--- config.mk ---
export PLATFORM = sky130hd
export DESIGN_NAME = load_store_unit
export DESIGN_NICKNAME = d
export VERILOG_FILES = /design/src/rtl/load_store_unit.sv
export SDC_FILE = /design/constraint.sdc
export NUM_CORES = 1
export LEC_CHECK = 0
export ABC_AREA = 1
export BUFFER_PORTS_ARGS = -buffer_cell sky130_fd_sc_hd__buf_2
export CAP_MARGIN = 20
export CORE_UTILIZATION = 52
export CTS_BUF_LIST = sky130_fd_sc_hd__clkbuf_16
export DETAILED_ROUTE_END_ITERATION = 10
export HOLD_SLACK_MARGIN = 0.12
export PLACE_DENSITY = 0.81
export SYNTH_ARGS = -nofsm -noshare
export SYNTH_HDL_FRONTEND = slang
export SYNTH_SLANG_ARGS = --single-unit
export TNS_END_PERCENT = 10
--- constraint.sdc ---
create_clock -name clk -period 2.8 [get_ports clk]
set_input_delay 0 -clock clk [delete_from_list [all_inputs] [get_ports clk]]
set_output_delay 0 -clock clk [all_outputs]
set_load 0.02 [all_outputs]
--- src/rtl/load_store_unit.sv ---
// -----------------------------------------------------------------------------
// load_store_unit
//
// Initiator side of the data memory port. Takes byte, halfword and word
// load/store requests from the CPU datapath and turns them into word-granular
// read/write strobes.
//   - Sub-word stores are done as read-modify-write.
//   - Loads are lane-extracted and sign- or zero-extended.
//   - Misaligned, reserved-size and out-of-range requests are rejected
//     without any memory strobe.
//
// Parameters
//   MEM_WORDS_LOG2 : log2 of memory depth in 32-bit words.
//
// Ports
//   clk, rst_n       : clock, asynchronous active-low reset
//   req_valid/ready  : request handshake (ready only in IDLE)
//   req_we           : 1 store, 0 load
//   req_size         : 00 byte, 01 half, 10 word, 11 reserved
//   req_signed       : load extension mode
//   req_addr         : byte address
//   req_wdata        : right-aligned store data
//   resp_valid       : one-cycle completion pulse
//   resp_err         : request was rejected
//   resp_rdata       : load result (0 for stores and errors)
//   mem_rd, mem_wr   : registered read/write strobes
//   mem_addr         : registered word index
//   mem_wdata        : registered write data
//   mem_rdata        : read data, registered by memory on the mem_rd edge
// -----------------------------------------------------------------------------
module load_store_unit #(
    parameter int MEM_WORDS_LOG2 = 16
) (
    input  logic        clk,
    input  logic        rst_n,
    input  logic        req_valid,
    output logic        req_ready,
    input  logic        req_we,
    input  logic [1:0]  req_size,
    input  logic        req_signed,
    input  logic [31:0] req_addr,
    input  logic [31:0] req_wdata,
    output logic        resp_valid,
    output logic        resp_err,
    output logic [31:0] resp_rdata,
    output logic        mem_rd,
    output logic        mem_wr,
    output logic [31:0] mem_addr,
    output logic [31:0] mem_wdata,
    input  logic [31:0] mem_rdata
);

    localparam logic [1:0]  SIZE_BYTE = 2'b00;
    localparam logic [1:0]  SIZE_HALF = 2'b01;
    localparam logic [1:0]  SIZE_WORD = 2'b10;
    localparam logic [31:0] WORD_MASK = (32'd1 << MEM_WORDS_LOG2) - 32'd1;

    typedef enum logic [2:0] {
        S_IDLE,
        S_READ,
        S_LOAD_CAP,
        S_MERGE,
        S_WRITE,
        S_ERR
    } state_t;

    state_t      state_q, state_d;
    logic        we_q, we_d;
    logic [1:0]  size_q, size_d;
    logic        signed_q, signed_d;
    // Only the byte offset and the low half of the store data are needed
    // after accept: the word index lives in mem_addr, and word stores take
    // their data straight from the request.
    logic [1:0]  addr_lo_q, addr_lo_d;
    logic [15:0] wdata_lo_q, wdata_lo_d;

    logic        resp_valid_q, resp_valid_d;
    logic        resp_err_q, resp_err_d;
    logic [31:0] resp_rdata_q, resp_rdata_d;
    logic        mem_rd_q, mem_rd_d;
    logic        mem_wr_q, mem_wr_d;
    logic [31:0] mem_addr_q, mem_addr_d;
    logic [31:0] mem_wdata_q, mem_wdata_d;

    logic        req_bad;

    // Little-endian lane extraction with optional sign extension.
    function automatic logic [31:0] load_extract(
        input logic [31:0] word,
        input logic [1:0]  size,
        input logic [1:0]  lane,
        input logic        sgn
    );
        logic [7:0]  b;
        logic [15:0] h;
        b = word[{lane, 3'b000} +: 8];
        h = lane[1] ? word[31:16] : word[15:0];
        case (size)
            SIZE_BYTE: load_extract = {{24{sgn & b[7]}}, b};
            SIZE_HALF: load_extract = {{16{sgn & h[15]}}, h};
            default:   load_extract = word;
        endcase
    endfunction

    // Replace the addressed lane(s) of the old word with new store data.
    function automatic logic [31:0] store_merge(
        input logic [31:0] word,
        input logic [15:0] wdata,
        input logic [1:0]  size,
        input logic [1:0]  lane
    );
        logic [31:0] r;
        r = word;
        if (size == SIZE_BYTE) begin
            r[{lane, 3'b000} +: 8] = wdata[7:0];
        end else if (lane[1]) begin
            r[31:16] = wdata;
        end else begin
            r[15:0] = wdata;
        end
        store_merge = r;
    endfunction

    // Reserved size, misalignment, or any address bit above the memory range.
    always_comb begin
        req_bad = 1'b0;
        if (req_size == 2'b11) begin
            req_bad = 1'b1;
        end
        if (req_size == SIZE_HALF && req_addr[0] != 1'b0) begin
            req_bad = 1'b1;
        end
        if (req_size == SIZE_WORD && req_addr[1:0] != 2'b00) begin
            req_bad = 1'b1;
        end
        if ((req_addr >> (MEM_WORDS_LOG2 + 2)) != 32'd0) begin
            req_bad = 1'b1;
        end
    end

    always_comb begin
        state_d      = state_q;
        we_d         = we_q;
        size_d       = size_q;
        signed_d     = signed_q;
        addr_lo_d    = addr_lo_q;
        wdata_lo_d   = wdata_lo_q;
        mem_addr_d   = mem_addr_q;
        mem_wdata_d  = mem_wdata_q;
        // Strobes and response are single-cycle pulses.
        mem_rd_d     = 1'b0;
        mem_wr_d     = 1'b0;
        resp_valid_d = 1'b0;
        resp_err_d   = 1'b0;
        resp_rdata_d = 32'd0;

        case (state_q)
            S_IDLE: begin
                if (req_valid) begin
                    we_d       = req_we;
                    size_d     = req_size;
                    signed_d   = req_signed;
                    addr_lo_d  = req_addr[1:0];
                    wdata_lo_d = req_wdata[15:0];
                    mem_addr_d = (req_addr >> 2) & WORD_MASK;
                    if (req_bad) begin
                        state_d = S_ERR;
                    end else if (req_we && req_size == SIZE_WORD) begin
                        state_d     = S_WRITE;
                        mem_wr_d    = 1'b1;
                        mem_wdata_d = req_wdata;
                    end else begin
                        // Loads and sub-word stores both start with a read.
                        state_d  = S_READ;
                        mem_rd_d = 1'b1;
                    end
                end
            end
            S_READ: begin
                state_d = we_q ? S_MERGE : S_LOAD_CAP;
            end
            S_LOAD_CAP: begin
                resp_rdata_d = load_extract(mem_rdata, size_q, addr_lo_q, signed_q);
                resp_valid_d = 1'b1;
                state_d      = S_IDLE;
            end
            S_MERGE: begin
                mem_wdata_d = store_merge(mem_rdata, wdata_lo_q, size_q, addr_lo_q);
                mem_wr_d    = 1'b1;
                state_d     = S_WRITE;
            end
            S_WRITE: begin
                resp_valid_d = 1'b1;
                state_d      = S_IDLE;
            end
            S_ERR: begin
                resp_valid_d = 1'b1;
                resp_err_d   = 1'b1;
                state_d      = S_IDLE;
            end
            default: begin
                state_d = S_IDLE;
            end
        endcase
    end

    // Asynchronous reset clears every output immediately, so a write that is
    // in flight loses its strobe before the memory's falling-edge commit.
    always_ff @(posedge clk or negedge rst_n) begin
        if (!rst_n) begin
            state_q      <= S_IDLE;
            we_q         <= 1'b0;
            size_q       <= 2'b00;
            signed_q     <= 1'b0;
            addr_lo_q    <= 2'b00;
            wdata_lo_q   <= 16'd0;
            resp_valid_q <= 1'b0;
            resp_err_q   <= 1'b0;
            resp_rdata_q <= 32'd0;
            mem_rd_q     <= 1'b0;
            mem_wr_q     <= 1'b0;
            mem_addr_q   <= 32'd0;
            mem_wdata_q  <= 32'd0;
        end else begin
            state_q      <= state_d;
            we_q         <= we_d;
            size_q       <= size_d;
            signed_q     <= signed_d;
            addr_lo_q    <= addr_lo_d;
            wdata_lo_q   <= wdata_lo_d;
            resp_valid_q <= resp_valid_d;
            resp_err_q   <= resp_err_d;
            resp_rdata_q <= resp_rdata_d;
            mem_rd_q     <= mem_rd_d;
            mem_wr_q     <= mem_wr_d;
            mem_addr_q   <= mem_addr_d;
            mem_wdata_q  <= mem_wdata_d;
        end
    end

    assign req_ready  = (state_q == S_IDLE);
    assign resp_valid = resp_valid_q;
    assign resp_err   = resp_err_q;
    assign resp_rdata = resp_rdata_q;
    assign mem_rd     = mem_rd_q;
    assign mem_wr     = mem_wr_q;
    assign mem_addr   = mem_addr_q;
    assign mem_wdata  = mem_wdata_q;

endmodule

==> impl_metrics.py, run 1 <==
metrics = {
    "sta": {
        "fin_crit_sh": 0.8767,
        "final-setup-viol-count": 0,
        "rsz0062_at_grt": "no",
        "period_minus_slack_ns": 2.455,
        "finalSetupTns_ns": 0,
        "whs_ns": 0.1442,
        "worst_pin_slew_ns": 0.6623,
        "slew_headroom": 0.5584,
        "fmax_mhz": 407.4,
        "drv_slew": 0,
        "finClkSkew_ns": 0.01081,
        "finalHoldViolCount": 0,
    },
    "clock_network": {
        "insertion_delay_ns": 0.36,
        "clock_sinks": 109,
        "cts_buffers": 9,
        "clk_root_buffer_cell": "clkbuf_16",
        "cts_resized": 0,
        "htreeDepth": 3,
        "post-cts-setup-buffer-count": 0,
        "hold_buffers": 95,
        "cts_tree": "done",
        "clockBufferDepth": 2,
        "cts.clk_slew.worst_paths_ns": 0.08,
    },
    "drt": {
        "wl_met2_um": 10290,
        "dr.max_layer_used": "met4",
        "drt-met1-wl_um": 8757,
        "wl_um": 21910,
        "final_antenna_net_count": 0,
        "drt_first_pass_iters": 6,
        "dr_wl_met3_um": 1851,
        "drtIter0Drc": 708,
        "routed-via-count": 7302,
        "wl_per_cell_um": 16.27,
        "via_per_inst": 5.425,
        "drc": 0,
    },
    "setup_path": {
        "crit_path_end_kind": "flop",
        "crit_path_max_fanout": 19,
        "crit_type": "input port to flop",
        "critPathMaxStageDelay_ns": 0.55,
        "cp_common_cell": "nand2_1",
        "critPathSlowestCell": "dlygate4sd3_1",
        "crit_buf_inv": 4,
        "cp.arrival_ns": 2.75,
        "crit_chain": "dlygate4sd3_1 > buf_2 > nor2_1 > dlygate4sd3_1 > nand2_1 > nor2_1 > nand3_1 > nand2_1 > buf_4 > nand3_1 > nand2_1",
        "worstSetupStartpointType": "input port",
        "path_delay_family": "buffers and inverters",
        "rr_worst_depth": 10,
        "cp_data_required_time_ns": 3.10,
        "crit_cells": 11,
    },
    "synth": {
        "ys_types": 27,
        "syn_area_um2": 6431,
        "yosys_warnings": 0,
        "synthCells": 945,
        "synthArstFlopShare": 1.000,
        "yosys.area.top_type": "dfrtp_1",
        "synth_edf_count": 0,
        "ys_seq_elements": 109,
        "synth_common_cells": "nand2_1 (358), nand3_1 (149), dfrtp_1 (109), nor2_1 (85), inv_1 (61)",
        "ys_seq_area_frac": 0.4241,
        "postSynthAreaPerCell_um2": 6.805,
        "synth_most_common_cell": "nand2_1",
        "synth_top_cells_by_area": "dfrtp_1 (42%), nand2_1 (21%), nand3_1 (12%), nor2_1 (5.0%), inv_1 (3.6%)",
        "synth-main-ff-cell": "dfrtp_1",
        "synth.top_cell.area_share": 0.4241,
    },
    "power_and_ir_drop": {
        "power.leakage_nw": 4.722,
        "p_per_area_nw_per_um2": 1011,
        "ir_drop_v": 0.0006446,
    },
    "placed_design": {
        "port_buffers": 187,
        "place_congestion": 0.9159,
        "place_hpwl_um": 13480,
        "placedInstanceArea_um2": 7321,
    },
    "global_routing": {
        "grt_pass1_wl_um": 34510,
        "globalRoute.totalOverflow": 0,
        "track_usage": 0.3482,
        "grt_pass1_vias": 6914,
        "grt_start_max_net_pins": 67,
        "antenna_found_initial": 0,
    },
    "final_layout": {
        "final_nets": 1302,
        "area_growth_pct": 33.37,
        "final_util": 0.7141,
        "drive_above_1_share": 0.1993,
        "stdcell_area_um2": 8577,
        "diodes": 0,
    },
    "floorplan": {
        "pin_count": 204,
        "row_count": 40,
        "die_w_um": 113.2,
        "start_util": 0.5354,
        "dieArea_um2": 12820,
        "fp.dieH_um": 113.2,
        "coreArea_um2": 12010,
    },
    "hold_path": {
        "hold_depth": 7,
        "worstHoldPathType": "input port to flop",
    },
    "outcome": {
        "status": "finished clean",
    },
    "job": {
        "cap_viol_max_count": 0,
    },
}
## metrics by stage
step | setup WS [ns] | total power [mW] | cells
after floorplan | 0.6848 | 5.876 | 960
after CTS | 0.4533 | 8.538 | 1346
after global routing | 0.1976 | 9.305 | 1346
after global placement | 0.5924 | 6.988 | 1235
after detailed placement | 0.5190 | 7.062 | 1235
final | 0.3451 | 8.673 | 1346
## flip-flops by register name (all words and copies together) (netlist names), 2 cells and up
signal,cells
wdata_lo_q,16
state_q,3
addr_lo_q,2
mem_wdata,32
mem_addr,16
resp_rdata,32
size_q,2
## layout by cell type, fill, tap and decap left out, types with 12 or more instances in the layout
cell type | netlist | final
nand2_1 | 358 | 356
inv_1 | 61 | 61
a21oi_1 | 25 | 25
o21ai_0 | 32 | 32
nand3_1 | 149 | 149
buf_4 | 22 | 12
buf_2 | 24 | 186
nor2_1 | 85 | 85
conb_1 | 1 | 16
dfrtp_1 | 109 | 109
dlygate4sd3_1 | 0 | 95
## routing by layer
layer | GRT usage | vias up
met2 | 0.5677 | 414
met3 | 0.05142 | 75
li1 | - | 3439
met1 | 0.4499 | 3374
met5 | 0 | -
met4 | 0.1860 | 0
## cells by family (layout without fill, tap and decap cells)
family	Yosys count	count (layout)	synth area share
compound gates	74	74	0.06498
simple gates	616	616	0.3979
buf+inv	140	379	0.1027
flops	109	109	0.4241
fa+ha+maj	5	5	0.009728
other cells	1	16	0.0005831
## path summary, 6_finish.rpt
kind | from | to | slack [ns]
min | mem_rdata[2] | mem_wdata[2] | 0.14
max in group asynchronous | rst_n | mem_addr[6] | 1.89
max reg2reg | size_q[1] | resp_rdata[16] | 0.42
min in group asynchronous | rst_n | resp_rdata[22] | 0.16
min reg2reg | mem_addr[0] | mem_addr[0] | 0.49
max | req_addr[24] | mem_wdata[10] | 0.35
## where the power goes
group | switching (mW) | internal (mW) | leakage (nW)
clock network | 0.631 | 0.710 | 0.150
registers | 0.419 | 2.17 | 1.35
logic | 3.26 | 1.48 | 3.22
## tightest hold or removal path: stages
cell     delay (ns)
buf_2          0.09
nand2_1        0.05
nand3_1        0.07
nand3_1        0.07
nand2_1        0.05
nand3_1        0.07
nand2_1        0.06
## final cells by class
| cell class | instances | area (um^2) |
|---|---|---|
| flip-flops and latches | 109 | 2728 |
| multi-input cells | 711 | 3109 |
| fillers | 964 | 3435 |
| clock inverters | 7 | 80.08 |
| repair buffers | 294 | 1992 |
| well taps | 147 | 183.9 |
| inverters | 69 | 259.0 |
| clock buffers | 9 | 225.2 |
Power figures use the tool's default switching activity.
==> run 2, diff against run 1 <==
RECOVER_POWER = 50   (was not set)
==> run 2 against run 1 <==
Effect of this change: the flow now finishes with violations (capacitance limit, slew limit); clock skew about the same; routed wire length grew 0.16%; critical path depth is the same; combinational power shrank 1%; design area fell by 0.98%; clock power hardly changed; worst hold slack gained 0.0039 ns; non-clock buffer count stayed put; sequential cell count is the same; via count decreased by 0.49%; die area unchanged; highest routed layer unchanged.
==> impl_metrics.py, run 2 (synthesis gave the netlist of run 1 again) <==
metrics = {
    "final_layout": {
        "layout_common_cells": "nand2_1 (356), nand3_1 (149), buf_2 (122)",
        "area_growth_pct": 32.06,
        "diodes": 0,
        "final_nets": 1302,
        "layout.cells.non_filler": 1346,
        "final_util": 0.7071,
        "fillers": 1006,
        "stdcell_area_um2": 8493,
        "drive_above_1_share": 0.1443,
        "final_common_cell": "nand2_1",
    },
    "global_routing": {
        "globalRoute.totalOverflow": 0,
        "track_usage": 0.3482,
        "grt_start_max_net_pins": 67,
        "grt_pass1_wl_um": 34510,
        "grt_pass1_vias": 6914,
        "antenna_found_initial": 0,
    },
    "hold_path": {
        "hold_depth": 7,
        "worstHoldStart": "mem_rdata[0]",
        "worstHoldPathType": "input port to flop",
        "holdPathEnd": "mem_wdata[0]",
    },
    "clock_network": {
        "cts_tree": "done",
        "insertion_delay_ns": 0.36,
        "clock_sinks": 109,
        "cts.clk_slew.worst_paths_ns": 0.07,
        "clk_root_buffer_cell": "clkbuf_16",
        "htreeDepth": 3,
        "cts_resized": 0,
        "cts_buffers": 9,
        "clockBufferDepth": 2,
    },
    "setup_path": {
        "crit_path_end_kind": "flop",
        "r2r_setup_slack_ns": 0.41,
        "cp_data_required_time_ns": 3.10,
        "crit_type": "input port to flop",
        "crit_chain": "dlygate4sd3_1 > buf_2 > nor2_1 > dlygate4sd3_1 > nand2_1 > nor2_1 > nand3_1 > nand2_1 > buf_4 > nand3_1 > nand2_1",
        "worstSetupStartpointType": "input port",
        "timing.rr.end": "resp_rdata[16]",
        "critPathSlowestCell": "dlygate4sd3_1",
        "rr_worst_depth": 10,
        "cp.arrival_ns": 2.76,
        "critPathMaxStageDelay_ns": 0.55,
        "cp_common_cell": "nand2_1",
        "crit_path_max_fanout": 19,
        "rr_startpoint": "size_q[1]",
    },
    "sta": {
        "finalHoldViolCount": 0,
        "fmax_mhz": 406.3,
        "whs_ns": 0.1481,
        "finClkSkew_ns": 0.01067,
        "fin_crit_sh": 0.8789,
        "slew_headroom": -0.5057,
        "finalWorstSetupSlack_ns": 0.3390,
        "worst_pin_slew_ns": 2.259,
        "period_minus_slack_ns": 2.461,
        "finalSetupTns_ns": 0,
        "rsz0062_at_grt": "no",
        "final-setup-viol-count": 0,
        "drv_slew": 40,
    },
    "job": {
        "cap_viol_max_count": 1,
    },
    "drt": {
        "final_antenna_net_count": 0,
        "wl_per_cell_um": 16.30,
        "routed-via-count": 7266,
        "via_per_inst": 5.398,
        "drtIter0Drc": 810,
        "drc": 0,
        "drt_first_pass_iters": 6,
        "wl_um": 21940,
    },
    "power_and_ir_drop": {
        "p_per_area_nw_per_um2": 1014,
        "power_mw": 8.609,
        "ir_drop_v": 0.0006431,
        "power.leakage_nw": 4.498,
    },
    "placed_design": {
        "placedInstanceArea_um2": 7321,
        "pre_cts_ws_ns": 0.5190,
        "place_congestion": 0.9159,
        "place_hpwl_um": 13480,
        "dp.cells": 1235,
        "port_buffers": 187,
    },
    "floorplan": {
        "coreArea_um2": 12010,
        "row_count": 40,
        "start_util": 0.5354,
        "die_w_um": 113.2,
        "dieArea_um2": 12820,
        "fp.dieH_um": 113.2,
        "pin_count": 204,
    },
    "outcome": {
        "failed_checks": "capacitance limit, slew limit",
        "status": "finished with violations",
    },
}
-- run 2: changes by cell type in the layout (fill, tap and decap cells not counted) --
| cell | previous run | this run |
|---|---|---|
| buf_2 | 186 | 122 |
| inv_2 | 8 | 7 |
| inv_1 | 61 | 62 |
| buf_4 | 12 | 11 |
| clkbuf_1 | 0 | 65 |
-- run 2: critical path, delay by kind of cell --
family / cells / cell delay [ns]
buffers and inverters: 4 / 1.58
and+or+nand+nor: 7 / 1.17
-- run 2: where the power goes --
| group | leakage, nW | internal, mW | total, mW | switching, mW |
|---|---|---|---|---|
| clock | 0.150 | 0.710 | 1.34 | 0.629 |
| combinational | 3.00 | 1.40 | 4.67 | 3.26 |
| sequential | 1.35 | 2.18 | 2.60 | 0.429 |
| total | 4.50 | 4.29 | 8.61 | 4.32 |
-- run 2: what timing repair did --
item / CTS / global route
setup buffers: 0 / 0
hold buffers: 95 / 0
endpoints found under the hold margin: 182 / 0
endpoints found under the setup margin: 0 / 0
-- run 2: worst max path at each step --
stage / start / end
after floorplan: addr_lo_q[0] / mem_wdata[0]
after global placement: size_q[1] / resp_rdata[20]
after detailed placement: size_q[1] / resp_rdata[26]
after CTS: size_q[1] / resp_rdata[26]
after global routing: rst_n / mem_addr[6]
final: req_addr[24] / mem_wdata[10]
-- run 2: final cells by class --
class,instances,area [um^2],area share
Timing Repair Buffer,294,1908,0.2247
Clock buffer,9,225.2,0.02652
Sequential cell,109,2728,0.3212
Clock inverter,7,80.08,0.009428
Inverter,69,259.0,0.03049
Multi-Input combinational cell,711,3109,0.3661
Tap cell,147,183.9,0.02166
-- run 2: layer usage --
layer / global-route usage / vias up / part of all wire
met4: 0.1860 / 0 / 0.044
met1: 0.4499 / 3359 / 0.40
li1: - / 3445 / -
met5: 0 / - / 0
met2: 0.5677 / 393 / 0.47
met3: 0.05142 / 69 / 0.085
